$ cat src/rtl/systolic_pe_db.sv
// Signed weight-stationary MAC cell with double-buffered weight and row-addressed weight-load chain.
// Optional build macro PE_SATURATE_EN: saturating accumulate with sticky sat_flag (wraps otherwise).
module systolic_pe_db #(
    parameter int DATA_WIDTH   = 8,
    parameter int WEIGHT_WIDTH = 8,
    parameter int ACC_WIDTH    = 32,
    parameter int ROW_IDX_W    = 4,
    parameter int ROW_ID       = 0
) (
    input  logic                           clk,
    input  logic                           rst,
    input  logic signed [DATA_WIDTH-1:0]   act_in,
    input  logic                           act_valid_in,
    input  logic                           w_swap_in,
    input  logic signed [ACC_WIDTH-1:0]    psum_in,
    output logic signed [DATA_WIDTH-1:0]   act_out,
    output logic                           act_valid_out,
    output logic                           w_swap_out,
    output logic signed [ACC_WIDTH-1:0]    psum_out,
    output logic                           psum_valid_out,
    input  logic signed [WEIGHT_WIDTH-1:0] w_in,
    input  logic        [ROW_IDX_W-1:0]    w_row_in,
    input  logic                           w_valid_in,
    output logic signed [WEIGHT_WIDTH-1:0] w_out,
    output logic        [ROW_IDX_W-1:0]    w_row_out,
    output logic                           w_valid_out,
    output logic                           shadow_full,
    output logic                           sat_flag
);

    localparam int PROD_W = DATA_WIDTH + WEIGHT_WIDTH;
`ifdef PE_SATURATE_EN
    // One guard bit above the accumulator exposes signed overflow.
    localparam int SUM_W = ACC_WIDTH + 1;
`else
    localparam int SUM_W = ACC_WIDTH;
`endif

    logic signed [WEIGHT_WIDTH-1:0] active_w;
    logic signed [WEIGHT_WIDTH-1:0] shadow_w;
    logic                           capture_p0;
    logic                           swap_p0;
    logic signed [WEIGHT_WIDTH-1:0] w_eff_p0;
    logic signed [PROD_W-1:0]       prod_p0;
    logic signed [SUM_W-1:0]        sum_p0;
    logic signed [ACC_WIDTH-1:0]    psum_next_p0;
    logic                           ovf_p0;

`ifdef PE_SATURATE_EN
    function automatic logic sum_ovf(input logic signed [SUM_W-1:0] s);
        return s[SUM_W-1] != s[SUM_W-2];
    endfunction

    function automatic logic signed [ACC_WIDTH-1:0] sat_acc(input logic signed [SUM_W-1:0] s);
        logic signed [ACC_WIDTH-1:0] r;
        if (s[SUM_W-1] != s[SUM_W-2])
            r = s[SUM_W-1] ? {1'b1, {(ACC_WIDTH-1){1'b0}}} : {1'b0, {(ACC_WIDTH-1){1'b1}}};
        else
            r = s[ACC_WIDTH-1:0];
        return r;
    endfunction
`endif

    // Stage p0: weight select, multiply, accumulate
    always_comb begin
        capture_p0 = w_valid_in && (w_row_in == ROW_IDX_W'(ROW_ID));
        swap_p0    = act_valid_in && w_swap_in && shadow_full;
        w_eff_p0   = swap_p0 ? shadow_w : active_w;
        prod_p0    = act_in * w_eff_p0;
        sum_p0     = SUM_W'(psum_in) + SUM_W'(prod_p0);
`ifdef PE_SATURATE_EN
        psum_next_p0 = sat_acc(sum_p0);
        ovf_p0       = sum_ovf(sum_p0);
`else
        psum_next_p0 = sum_p0;
        ovf_p0       = 1'b0;
`endif
    end

    // Stage p1: registered outputs and weight buffers
    always_ff @(posedge clk) begin
        if (rst) begin
            active_w       <= '0;
            shadow_w       <= '0;
            shadow_full    <= 1'b0;
            act_out        <= '0;
            act_valid_out  <= 1'b0;
            w_swap_out     <= 1'b0;
            psum_out       <= '0;
            psum_valid_out <= 1'b0;
            w_out          <= '0;
            w_row_out      <= '0;
            w_valid_out    <= 1'b0;
        end else begin
            w_out          <= w_in;
            w_row_out      <= w_row_in;
            w_valid_out    <= w_valid_in;
            act_valid_out  <= act_valid_in;
            psum_valid_out <= act_valid_in;
            w_swap_out     <= w_swap_in & act_valid_in;
            if (act_valid_in) begin
                act_out  <= act_in;
                psum_out <= psum_next_p0;
            end
            if (swap_p0)
                active_w <= shadow_w;
            if (capture_p0)
                shadow_w <= w_in;
            // A same-cycle capture refills the slot the swap just emptied.
            shadow_full <= capture_p0 | (shadow_full & ~swap_p0);
        end
    end

`ifdef PE_SATURATE_EN
    logic sat_q;
    always_ff @(posedge clk) begin
        if (rst)
            sat_q <= 1'b0;
        else if (act_valid_in && ovf_p0)
            sat_q <= 1'b1;
    end
    assign sat_flag = sat_q;
`else
    logic unused_ovf;
    assign unused_ovf = ovf_p0;
    assign sat_flag   = 1'b0;
`endif

endmodule

$ cat config.mk
export PLATFORM = sky130hd
export DESIGN_NAME = systolic_pe_db
export DESIGN_NICKNAME = d
export VERILOG_FILES = /design/src/rtl/systolic_pe_db.sv
export SDC_FILE = /design/constraint.sdc
export NUM_CORES = 1
export LEC_CHECK = 0
export CAP_MARGIN = 40
export CELL_PAD_IN_SITES_DETAIL_PLACEMENT = 2
export CELL_PAD_IN_SITES_GLOBAL_PLACEMENT = 2
export CORE_MARGIN = 2
export CORE_UTILIZATION = 35
export DETAILED_ROUTE_END_ITERATION = 8
export PLACE_DENSITY = 0.93
export SETUP_SLACK_MARGIN = 0.05
export SLEW_MARGIN = 30
export SYNTH_ARGS = -nofsm -noshare
export SYNTH_HDL_FRONTEND = slang
export SYNTH_SLANG_ARGS = --single-unit
$ cat constraint.sdc
create_clock -name clk -period 21.2 [get_ports clk]
set_input_delay 2.12 -clock clk [delete_from_list [all_inputs] [get_ports clk]]
set_output_delay 2.12 -clock clk [all_outputs]
set_load 0.05 [all_outputs]
==> metrics.csv <==
metric;value;unit
worst_max_slew_pin_slew;0.8198;ns
final_antenna_net_count;0;
largest_net_degree_at_the_start_of_global_routing;72;
leak_pwr;4.543;nW
number_of_diodes;0;
clockBufferDepth;2;
clock_latency;0.36;ns
final_layout_size_suffix_gt1_share;5.317;%
grt_remaining_overflow;0;
syn-cell-area;7807;um^2
synth.ff_latch_count;72;
fin_crit_sh;43.25;%
min_period;9.169;ns
maxSlewViolCount;0;
route.detailed.wl_per_inst;21.02;um
num-nets-final;1142;
cts_tree;done;
fin_tns_setup;0;ns
die_y;153.4;um
rows;54;
synth_area_per_cell;10.13;um^2
floorplan.core_area;21890;um^2
cts.repair.resized;0;
synth_top_family_by_area;adder cells;
pwr_density_cell;43.17;nW/um^2
setup-violations-final;0;
critical_path_arrival;9.43;ns
cts.root.buffer_cell;clkbuf_16;
worstPathRequired;21.46;ns
reg2reg_setup_slack;14.20;ns
drt-pass1-iter-count;4;
clkSlewWorstSetupHoldPaths;0.07;ns
reg2reg_from;shadow_full;
synth_cell_type_count;59;
rr_worst_depth;21;
grt_usage;21.32;%
drt_wl_total;24470;um
critical_path.endpoint_type;register;
yosys.area_share.simple;13.12;%
pre_cts_ws;11.35;ns
hold_depth;2;
peakVddDrop;32.91;uV
timing.critical_path.fanout_max;43;
via_per_inst;5.061;
power;0.0004128;W
max_clock_freq;109.1;MHz
status;completed;
final.setup_skew;0.01025;ns
synth_fp_nets;1034;
hold_path.class;reg -> reg;
yosys_warnings;0;
slew-limit-headroom;45.35;%
post_synth_inst_count;771;
post_synth_fa_ha_maj_area_fraction;46.09;%
first_iter_violations;163;
synth-compound-area-share;7.804;%
synth_edf_count;0;
chipWidth;153.4;um
clock_sink_count;72;
critPathKind;in -> reg;
critPathLaunchType;primary input;
initial_core_util;35.67;%
synth-xor-area-share;2.692;%
cts.htree.levels;3;
cts-buffers-inserted;9;
seq_total_area_yosys;18.46;%
floorplan.die_area;23520;um^2
ioPinCount;115;
r2r-end;psum_out[31];
drv.max_cap_violation_count;0;
hold_path_end;psum_out[18];
cts.hold.buffers_added;0;
antenna_found_initial;0;
post_layout_utilization_of_the_core;43.68;%
via_count;5891;
muxShareOfSynthArea;5.080;%
synth-main-ff-cell;dfxtp_1;
areaGrowthSynthToFinish;22.48;%
cts.repair_timing.setup_buffer_count;0;
globalplace.congestion;0.8333;
port_buffers;113;
rsz0062_at_grt;false;
synthArstFlopShare;0;%
post-route-drc-count;0;
hpwl_after_detailed_placement;19850;um
hold_viol;0;
grt_pass1_wl;38940;um
first_global_vias;7227;
final_critical_path_setup_slack;12.03;ns
hold_start;psum_out[18];
==> per-layer routing <==
layer  vias to the layer above  GRT usage (%)  wire (um)
met2                       114          41.92      13940
met5                         -              0          0
met1                      3060          23.44       9283
li1                       2685              -          -
met4                         0          6.160        539
met3                        32          3.261        705
==> Yosys cell counts (2+ instances only) <==
cell | count | share of area, %
a211oi_1 | 4 | 0.38
a21o_1 | 4 | 0.38
a21oi_1 | 35 | 2.2
a31oi_1 | 3 | 0.24
and2_1 | 17 | 1.4
and3_1 | 3 | 0.24
and3_2 | 3 | 0.29
buf_1 | 4 | 0.19
buf_4 | 4 | 0.38
buf_6 | 2 | 0.29
clkbuf_1 | 13 | 0.63
dfxtp_1 | 72 | 18
fa_1 | 136 | 35
ha_1 | 70 | 11
inv_1 | 107 | 5.1
mux2_2 | 5 | 0.72
mux2i_1 | 34 | 4.4
nand2_1 | 44 | 2.1
nand2b_1 | 8 | 0.64
nand3_1 | 7 | 0.45
nand4_1 | 3 | 0.24
nor2_1 | 66 | 3.2
nor2b_1 | 38 | 3.0
nor3_1 | 6 | 0.38
o211ai_1 | 3 | 0.29
o21a_1 | 7 | 0.67
o21ai_0 | 14 | 0.90
o21bai_1 | 2 | 0.19
o22ai_1 | 3 | 0.24
o31ai_2 | 2 | 0.32
or2_2 | 2 | 0.16
xnor2_1 | 14 | 1.6
xor2_1 | 10 | 1.1
==> power breakdown <==
group           total, W  internal, W  switching (W)
Clock           0.000177     0.000108      0.0000690
Sequential      0.000145     0.000142     0.00000335
Combinational  0.0000905    0.0000356      0.0000549
==> final cells by class <==
type	instances	area (um^2)
clock buffers	10	239.0
clock inverters	6	97.59
fillers	2311	12330
well taps	280	350.3
flip-flops and latches	72	1441
repair buffers	121	1189
multi-input cells	568	5844
inverters	107	401.6
==> cells by family after synthesis <==
logic type,count (synthesis)
multiplexers,39
AO/OA/AOI/OAI,91
flip-flops,72
adder cells (fa/ha/maj),206
AND/OR/NAND/NOR,207
XOR/XNOR,24
buffers and inverters,131
other,1
==> sequential cells by signal (all words and copies together), names as in the netlist <==
signal / flops
act_out: 8
active_w: 8
psum_out: 32
psum_valid_out: 1
shadow_full: 1
shadow_w: 8
w_out: 8
w_row_out: 4
w_swap_out: 1
w_valid_out: 1
==> per-stage QoR <==
step / area (um^2) / hold WS, ns / std cells
2_1_floorplan: 7807 / 0.4561 / 771
3_3_place_gp: 9196 / 0.4517 / 1145
3_5_place_dp: 9216 / 0.4656 / 1146
4_1_cts: 9553 / 0.4751 / 1162
5_1_grt: 9563 / 0.5069 / 1164
6_report: 9563 / 0.4695 / 1164
==> cell usage in the layout (no fill, tap or decap), types with 3 or more instances in the layout <==
cell	n
fa_1	136
clkdlybuf4s50_1	111
inv_1	107
dfxtp_1	72
ha_1	70
nor2_1	66
nand2_1	44
nor2b_1	38
a21oi_1	35
mux2i_1	34
and2_1	16
xnor2_1	14
o21ai_0	14
xor2_1	10
clkbuf_16	9
nand2b_1	8
nand3_1	7
o21a_1	7
nor3_1	6
mux2_2	5
buf_4	5
a211oi_1	4
a21o_1	4
o211ai_1	3
and3_2	3
and3_1	3
o22ai_1	3
nand4_1	3
a31oi_1	3
inv_6	3
buf_2	3
==> worst max path at each step <==
stage,from,end,depth (start not counted)
floorplan,act_valid_in,psum_out[31],22
CTS,act_valid_in,psum_out[31],20
global placement,act_valid_in,psum_out[31],23
finish,act_valid_in,psum_out[31],23
global route,act_valid_in,psum_out[31],20
detailed placement,act_valid_in,psum_out[31],20
==> critical path: stages <==
cell       delay [ns]
buf_2            0.08
buf_4            0.52
nand3_1          0.53
mux2_2           0.49
and2_2           0.37
inv_1            0.11
fa_1             0.49
inv_1            0.05
fa_1             0.53
fa_1             0.45
fa_1             0.55
inv_1            0.06
fa_1             0.55
inv_1            0.05
ha_1             0.36
and2_4           0.17
a221o_1          0.36
o2111ai_2        0.28
nand3_2          0.17
a2111oi_4        0.54
o31ai_1          0.17
xnor2_1          0.15
a211oi_1         0.23
Power figures use the tool's default switching activity.
